`src/rtl/fm_special_detect.sv`:
```
// Two-stage operand classifier for the FP multiplier. Stage 1 registers the
// incoming pair; stage 2 registers the pair together with its special-case
// flags. Sticky invalid flag and a saturating special-case counter are
// updated on each output transfer.
module fm_special_detect #(
  parameter int unsigned WIDTH = 32,
  parameter int unsigned WEXP  = 8,
  parameter int unsigned WSIG  = 23,
  parameter int unsigned FTZ   = 1,
  parameter int unsigned CNTW  = 16
) (
  input  logic             clk,
  input  logic             reset,
  input  logic             in_valid,
  output logic             in_ready,
  input  logic [WIDTH-1:0] a,
  input  logic [WIDTH-1:0] b,
  output logic             out_valid,
  input  logic             out_ready,
  output logic [WIDTH-1:0] a_out,
  output logic [WIDTH-1:0] b_out,
  output logic             zero,
  output logic             aisnan,
  output logic             bisnan,
  output logic             infinity,
  output logic             asnan_sig,
  output logic             bsnan_sig,
  output logic             specialcase,
  output logic             sticky_invalid,
  input  logic             flag_clear,
  output logic [CNTW-1:0]  special_cnt
);

  localparam logic            FtzEn  = (FTZ != 0);
  localparam logic [CNTW-1:0] CntMax = '1;

  // Returns {zero, inf, nan, snan} for one operand's exponent/significand.
  function automatic logic [3:0] classify(input logic [WEXP-1:0] e, input logic [WSIG-1:0] s);
    logic e_zero, e_ones, s_zero, is_nan;
    e_zero = (e == '0);
    e_ones = (e == '1);
    s_zero = (s == '0);
    is_nan = e_ones & ~s_zero;
    // A quiet NaN has the top significand bit set; clear means signaling.
    return {e_zero & (s_zero | FtzEn), e_ones & s_zero, is_nan, is_nan & ~s[WSIG-1]};
  endfunction

  // Stage 1 state
  logic             s1_valid_q, s1_valid_d;
  logic [WIDTH-1:0] s1_a_q, s1_a_d, s1_b_q, s1_b_d;

  // Stage 2 state
  logic             s2_valid_q, s2_valid_d;
  logic [WIDTH-1:0] s2_a_q, s2_a_d, s2_b_q, s2_b_d;
  logic             s2_zero_q, s2_zero_d;
  logic             s2_inf_q, s2_inf_d;
  logic             s2_anan_q, s2_anan_d;
  logic             s2_bnan_q, s2_bnan_d;
  logic             s2_asig_q, s2_asig_d;
  logic             s2_bsig_q, s2_bsig_d;

  // Host-visible status
  logic             sticky_q, sticky_d;
  logic [CNTW-1:0]  cnt_q, cnt_d;

  logic s2_adv, s1_adv, in_xfer, out_xfer;
  logic [3:0] cls_a, cls_b;
  logic spec_s2, invalid_s2;

  // Handshake: a stage may advance when the stage after it is empty or draining.
  always_comb begin
    s2_adv   = ~s2_valid_q | out_ready;
    s1_adv   = s1_valid_q & s2_adv;
    in_ready = ~s1_valid_q | s2_adv;
    in_xfer  = in_valid & in_ready;
    out_xfer = s2_valid_q & out_ready;
  end

  // Stage 1 next state: load on input transfer, empty when it moves on alone.
  always_comb begin
    s1_valid_d = s1_valid_q;
    s1_a_d     = s1_a_q;
    s1_b_d     = s1_b_q;
    if (in_xfer) begin
      s1_valid_d = 1'b1;
      s1_a_d     = a;
      s1_b_d     = b;
    end else if (s1_adv) begin
      s1_valid_d = 1'b0;
    end
  end

  // Stage 2 next state: classify stage 1 contents as they advance.
  always_comb begin
    cls_a      = classify(s1_a_q[WSIG +: WEXP], s1_a_q[WSIG-1:0]);
    cls_b      = classify(s1_b_q[WSIG +: WEXP], s1_b_q[WSIG-1:0]);
    s2_valid_d = s2_valid_q;
    s2_a_d     = s2_a_q;
    s2_b_d     = s2_b_q;
    s2_zero_d  = s2_zero_q;
    s2_inf_d   = s2_inf_q;
    s2_anan_d  = s2_anan_q;
    s2_bnan_d  = s2_bnan_q;
    s2_asig_d  = s2_asig_q;
    s2_bsig_d  = s2_bsig_q;
    if (s1_adv) begin
      s2_valid_d = 1'b1;
      s2_a_d     = s1_a_q;
      s2_b_d     = s1_b_q;
      s2_zero_d  = cls_a[3] | cls_b[3];
      s2_inf_d   = cls_a[2] | cls_b[2];
      s2_anan_d  = cls_a[1];
      s2_bnan_d  = cls_b[1];
      s2_asig_d  = cls_a[0];
      s2_bsig_d  = cls_b[0];
    end else if (s2_adv) begin
      s2_valid_d = 1'b0;
    end
  end

  // Sticky flag and counter: a same-cycle set/increment beats flag_clear.
  always_comb begin
    spec_s2    = s2_zero_q | s2_anan_q | s2_bnan_q | s2_inf_q;
    invalid_s2 = (s2_inf_q & s2_zero_q) | s2_asig_q | s2_bsig_q;
    sticky_d   = (sticky_q & ~flag_clear) | (out_xfer & invalid_s2);
    cnt_d      = cnt_q;
    if (flag_clear) begin
      cnt_d = (out_xfer & spec_s2) ? CNTW'(1) : '0;
    end else if (out_xfer && spec_s2 && cnt_q != CntMax) begin
      cnt_d = cnt_q + CNTW'(1);
    end
  end

  // State registers with synchronous reset.
  always_ff @(posedge clk) begin
    if (reset) begin
      s1_valid_q <= 1'b0;
      s1_a_q     <= '0;
      s1_b_q     <= '0;
      s2_valid_q <= 1'b0;
      s2_a_q     <= '0;
      s2_b_q     <= '0;
      s2_zero_q  <= 1'b0;
      s2_inf_q   <= 1'b0;
      s2_anan_q  <= 1'b0;
      s2_bnan_q  <= 1'b0;
      s2_asig_q  <= 1'b0;
      s2_bsig_q  <= 1'b0;
      sticky_q   <= 1'b0;
      cnt_q      <= '0;
    end else begin
      s1_valid_q <= s1_valid_d;
      s1_a_q     <= s1_a_d;
      s1_b_q     <= s1_b_d;
      s2_valid_q <= s2_valid_d;
      s2_a_q     <= s2_a_d;
      s2_b_q     <= s2_b_d;
      s2_zero_q  <= s2_zero_d;
      s2_inf_q   <= s2_inf_d;
      s2_anan_q  <= s2_anan_d;
      s2_bnan_q  <= s2_bnan_d;
      s2_asig_q  <= s2_asig_d;
      s2_bsig_q  <= s2_bsig_d;
      sticky_q   <= sticky_d;
      cnt_q      <= cnt_d;
    end
  end

  // Output mapping straight from stage 2 and status registers.
  always_comb begin
    out_valid      = s2_valid_q;
    a_out          = s2_a_q;
    b_out          = s2_b_q;
    zero           = s2_zero_q;
    aisnan         = s2_anan_q;
    bisnan         = s2_bnan_q;
    infinity       = s2_inf_q;
    asnan_sig      = s2_asig_q;
    bsnan_sig      = s2_bsig_q;
    specialcase    = spec_s2;
    sticky_invalid = sticky_q;
    special_cnt    = cnt_q;
  end

endmodule

```
`config.mk`:
```
export PLATFORM = sky130hd
export DESIGN_NAME = fm_special_detect
export DESIGN_NICKNAME = d
export VERILOG_FILES = /design/src/rtl/fm_special_detect.sv
export SDC_FILE = /design/constraint.sdc
export NUM_CORES = 1
export LEC_CHECK = 0
export CAP_MARGIN = 20
export CORE_MARGIN = 1
export CORE_UTILIZATION = 30
export DETAILED_ROUTE_END_ITERATION = 6
export GPL_ROUTABILITY_DRIVEN = 1
export GPL_TIMING_DRIVEN = 0
export PLACE_DENSITY = 0.52
export SLEW_MARGIN = 20
export SYNTH_ARGS = -nofsm -noshare
export SYNTH_HDL_FRONTEND = slang
export SYNTH_SLANG_ARGS = --single-unit
```
`constraint.sdc`:
```
create_clock -name clk -period 2.7 [get_ports clk]
set_input_delay 0.81 -clock clk [delete_from_list [all_inputs] [get_ports clk]]
set_output_delay 0.81 -clock clk [all_outputs]
set_load 0.05 [all_outputs]
```
After elaboration in Yosys (flattened, before gate mapping)

Cells that the tools add are included.

Register bits after elaboration: 153
Logic and storage cells: 64

Reductions and logical operators: 9
Mux-type cells: 7
Eq/ne operators: 3
$add $sub $neg: 1
Bitwise operators: 30

Operators by type and width:

| kind                                           | count |
|---|---|
| logical NOT 23 bit                             | 2 |
| 2-to-1 mux 16 bit                              | 2 |
| adder 16 x 1 -> 16 bit (second input constant) | 1 |
| == test 8 bit (second input constant)          | 2 |
| logical NOT 8 bit                              | 2 |
| != test 16 bit (second input constant)         | 1 |
| bitwise AND 1 bit                              | 13 |
| OR 1 bit                                       | 10 |
| NOT 1 bit                                      | 7 |
| nonzero test 2 bit                             | 3 |
| 2-to-1 mux 1 bit                               | 5 |
| logical AND 1 bit                              | 2 |

Longest topological paths before layout

Word-level depth: 7
Depth in mapped cells: 7
Depth with buffers taken out: 5

Worst setup path before layout

Ideal clock, no wire load.

Path kind: input port to flip-flop
Start point: in out_ready
End point: reg s1_b_q[10]
Path slack: 427 ps
Cell stages on the path: 5
Buffers on the path: 1
Arrival time: 2,203 ps
Library setup time: 70 ps
Path through: nand3b_1 nand2_1 clkbuf_1 nand2_1 a21oi_1

Word-level cells in the longest chain between the ends: 3

Ends and longest elaborated chain:

| element              | line | text |
|---|---|---|
| start, declared      | 19   | `input logic out_ready,` |
| OR 1 bit             | 72   | `s2_adv = ~s2_valid_q \| out_ready;` |
| OR 1 bit             | 74   | `in_ready = ~s1_valid_q \| s2_adv;` |
| bitwise AND 1 bit    | 75   | `in_xfer = in_valid & in_ready;` |
| end signal, assigned | 139  | `s1_b_q <= '0;` |
| end signal, assigned | 154  | `s1_b_q <= s1_b_d;` |
| end, declared        | 50   | `logic [WIDTH-1:0] s1_a_q, s1_a_d, s1_b_q, s1_b_d;` |

Every way passes these cells.
A chain may end at the register's enable or synchronous reset.

Final worst setup path

Start point: in out_ready
End point: out in_ready

Word-level cells in the longest chain between the ends: 2

Ends and longest elaborated chain:

| element       | line | text |
|---|---|---|
| OR 1 bit      | 72   |  |
| OR 1 bit      | 74   |  |
| end, declared | 15   | `output logic in_ready,` |

Every way passes these cells.

==> flow_summary.json <==
{
  "dpl.hpwl_um": 13000,
  "synth_seq_area_share_pct": 52.7,
  "fmax_mhz": 378,
  "fillCellCount": 1951,
  "netlist_top_cells_area": "dfxtp_1 (53%), nand2_1 (18%), a21oi_1 (12%), clkbuf_1 (2.6%), nor4_1 (1.9%)",
  "p_total_mw": 5.22,
  "finalClockSkew_ns": 0.0136,
  "p_leak_nw": 2.85,
  "antenna_left": 0,
  "netlist_area_um2": 5810,
  "vias": 5546,
  "path_class": "primary input to output port",
  "dieWidth_um": 141,
  "die_area_um2": 19900,
  "critPathLaunchType": "primary input",
  "drv_slew": 0,
  "dp.cells": 1156,
  "cts.sinks": 153,
  "rows": 50,
  "cts_buffers": 17,
  "setup_viol": 0,
  "syn_area_per_cell_um2": 7.87,
  "placement.io_buffers": 158,
  "r2r_slack_ns": 0.75,
  "cp-end-kind": "output port",
  "critPathArrivalTime_ns": 1.84,
  "initial_utilization_pct": 30.8,
  "relSlewSlack_pct": 59.5,
  "max_stage_delay_ns": 0.57,
  "fin_crit_sh_pct": 98.0,
  "status": "finished, final reports clean",
  "path_cells": "clkdlybuf4s50_1 > nand3b_1 > clkbuf_4",
  "grt_setup_unrepaired": "no",
  "boundaryPins": 159,
  "hold_viol_final": 0,
  "antenna_found_initial": 0,
  "synth_area_leader_cell": "dfxtp_1",
  "hold_end": "b_out[5]",
  "period_minus_slack_ns": 2.65,
  "nets": 985,
  "reg2reg_depth": 6,
  "drc": 0,
  "synth.net_count": 808,
  "htree_num_levels": 4,
  "clock_latency_ns": 0.42,
  "cp.buffers_inverters": 2,
  "cts_tree": "yes",
  "drt-total-wl_um": 17700,
  "whs_ns": 0.453,
  "worst_pin_slew_ns": 0.608,
  "grt_max_degree": 17,
  "min_path_cells": 2,
  "hp-class": "flip-flop to flip-flop",
  "cts_hold_buffers": 0,
  "antennaDiodeCount": 0,
  "r2r-end": "special_cnt[5]",
  "areaGrowthSynthToFinish_pct": 42.7,
  "dr.pass1.iters": 5,
  "ys.flop_type": "dfxtp_1",
  "post_drt_wl_per_cell_um": 14.9,
  "grt_pass1_wl_um": 28400,
  "clk_path_buf_depth": 2,
  "instances_no_fill": 1188,
  "postSynthRegisterBits": 153,
  "avgViaCountPerCell": 4.67,
  "crit_slowest_cell": "clkdlybuf4s50_1",
  "clk_pin_slew_worst_paths_ns": 0.06,
  "peakVddDrop_mv": 0.393,
  "synth_edf_count": 0,
  "required_ns": 1.89,
  "ff_latch_area_um2": 3060,
  "place.gp.congestion": 0.796,
  "drtIter0Drc": 271,
  "grt_pass1_vias": 5420,
  "multiInputGateArea_um2": 2540,
  "cap_violations": 0,
  "grt_use_total_pct": 18.4,
  "async_reset_ff_share_pct": 0,
  "hp-start": "b_out[5]",
  "coreArea_um2": 18800,
  "critical_path.top_delay_family": "buffers and inverters",
  "r2r_start": "special_cnt[0]",
  "p_per_area_nw_per_um2": 630,
  "yosys_warnings": 0,
  "synth.distinct_cells": 43,
  "crit_fanout": 4,
  "cts_root_buf": "clkbuf_16",
  "gr-total-overflow": 0,
  "yosysTopAreaCellShare_pct": 52.7,
  "syn_inst": 738,
  "die_y_um": 141,
  "drive_gt1_share_pct": 5.60
}
## worst reg2reg max path: stages, from the launching register on
cell and delay, ns:
dfxtp_1 0.41, ha_1 0.28, nand4_2 0.18, nor4_2 0.50, buf_4 0.26, or3_1 0.12, a21oi_1 0.06
## layer usage
| metal | vias to the layer above | GRT usage [%] | wire (µm) |
|---|---|---|---|
| met1 | 2539 | 24.3 | 8470 |
| met4 | 0 | 4.81 | 115 |
| met2 | 132 | 29.1 | 8040 |
| met5 | - | 0 | 0 |
| li1 | 2866 | - | - |
| met3 | 9 | 5.47 | 1070 |
## sequential cells by signal (all words and copies together) (netlist names)
| signal | cells |
|---|---|
| asnan_sig | 1 |
| out_valid | 1 |
| infinity | 1 |
| sticky_invalid | 1 |
| a_out | 32 |
| bsnan_sig | 1 |
| bisnan | 1 |
| s1_b_q | 32 |
| zero | 1 |
| b_out | 32 |
| special_cnt | 16 |
| aisnan | 1 |
| s1_a_q | 32 |
| s1_valid_q | 1 |
## stage by stage
step	instance area, µm²	setup TNS (ns)	util [%]	worst slack (ns)
2_1_floorplan	5810	0	-	0.427
3_3_place_gp	7710	-38.51	41.0	-0.531
3_5_place_dp	7710	-30.83	41.0	-0.523
4_1_cts	8280	0	43.9	0.0194
5_1_grt	8290	0	44.0	0.0101
6_report	8290	0	44.0	0.0531
## worst max-delay path by stage
stage,startpoint,cells after the start,end
3_3_place_gp,out_ready,3,in_ready
5_1_grt,out_ready,3,in_ready
4_1_cts,bisnan,3,specialcase
3_5_place_dp,out_ready,3,in_ready
6_report,out_ready,3,in_ready
2_1_floorplan,out_ready,5,s1_b_q[10]
## power by group
part / total [mW] / switching (mW) / leakage [nW] / internal [mW]
logic: 0.534 / 0.323 / 1.33 / 0.211
registers: 2.40 / 0.0631 / 1.25 / 2.34
clock network: 2.29 / 1.00 / 0.271 / 1.29
total: 5.22 / 1.39 / 2.85 / 3.83
## cells by family after synthesis
group	Yosys count	synth area share, %
mux	4	0.689
compound gates	167	15.5
buf+inv	53	3.66
fa+ha+maj	1	0.215
flops	153	52.7
simple gates	360	27.2
## cell type report
cell class / instances / share of cell area, %
multi-input combinational: 532 / 30.7
inverter: 6 / 0.272
timing repair buffer: 158 / 19.0
sequential: 153 / 37.0
tap: 260 / 3.92
clock buffer: 17 / 5.13
buffer: 47 / 2.32
clock inverter: 15 / 1.71
## layout by cell type (no fill, tap or decap), types with 6 or more instances in the layout
master and count:
nand4_1 9, nor4_1 18, nor2_1 11, clkdlybuf4s50_1 156, clkbuf_16 17, clkbuf_1 38
nor3_1 6, a21oi_1 143, inv_6 6, or3_1 8, nand2_1 276, dfxtp_1 153
nand3_1 7
## synth_stat cells (2+ instances only)
| cell type | instances |
|---|---|
| a21oi_1 | 143 |
| a31oi_1 | 2 |
| and4_1 | 3 |
| buf_2 | 5 |
| buf_4 | 2 |
| clkbuf_1 | 40 |
| dfxtp_1 | 153 |
| inv_1 | 5 |
| mux2i_1 | 4 |
| nand2_1 | 276 |
| nand3_1 | 7 |
| nand4_1 | 9 |
| nand4_2 | 3 |
| nor2_1 | 11 |
| nor2b_1 | 2 |
| nor3_1 | 6 |
| nor4_1 | 18 |
| nor4_2 | 2 |
| o2111ai_1 | 2 |
| o211ai_1 | 3 |
| o21ai_1 | 3 |
| o311ai_1 | 2 |
| o31ai_1 | 4 |
| o41ai_1 | 3 |
| or3_1 | 8 |
| or4_1 | 5 |
## repair_timing
action                     in CTS  in global routing
pin swaps                       0                  0
setup buffers                   0                  0
gates resized for setup         6                  6
setup endpoints to repair       2                  5
Power figures use the tool's default switching activity.
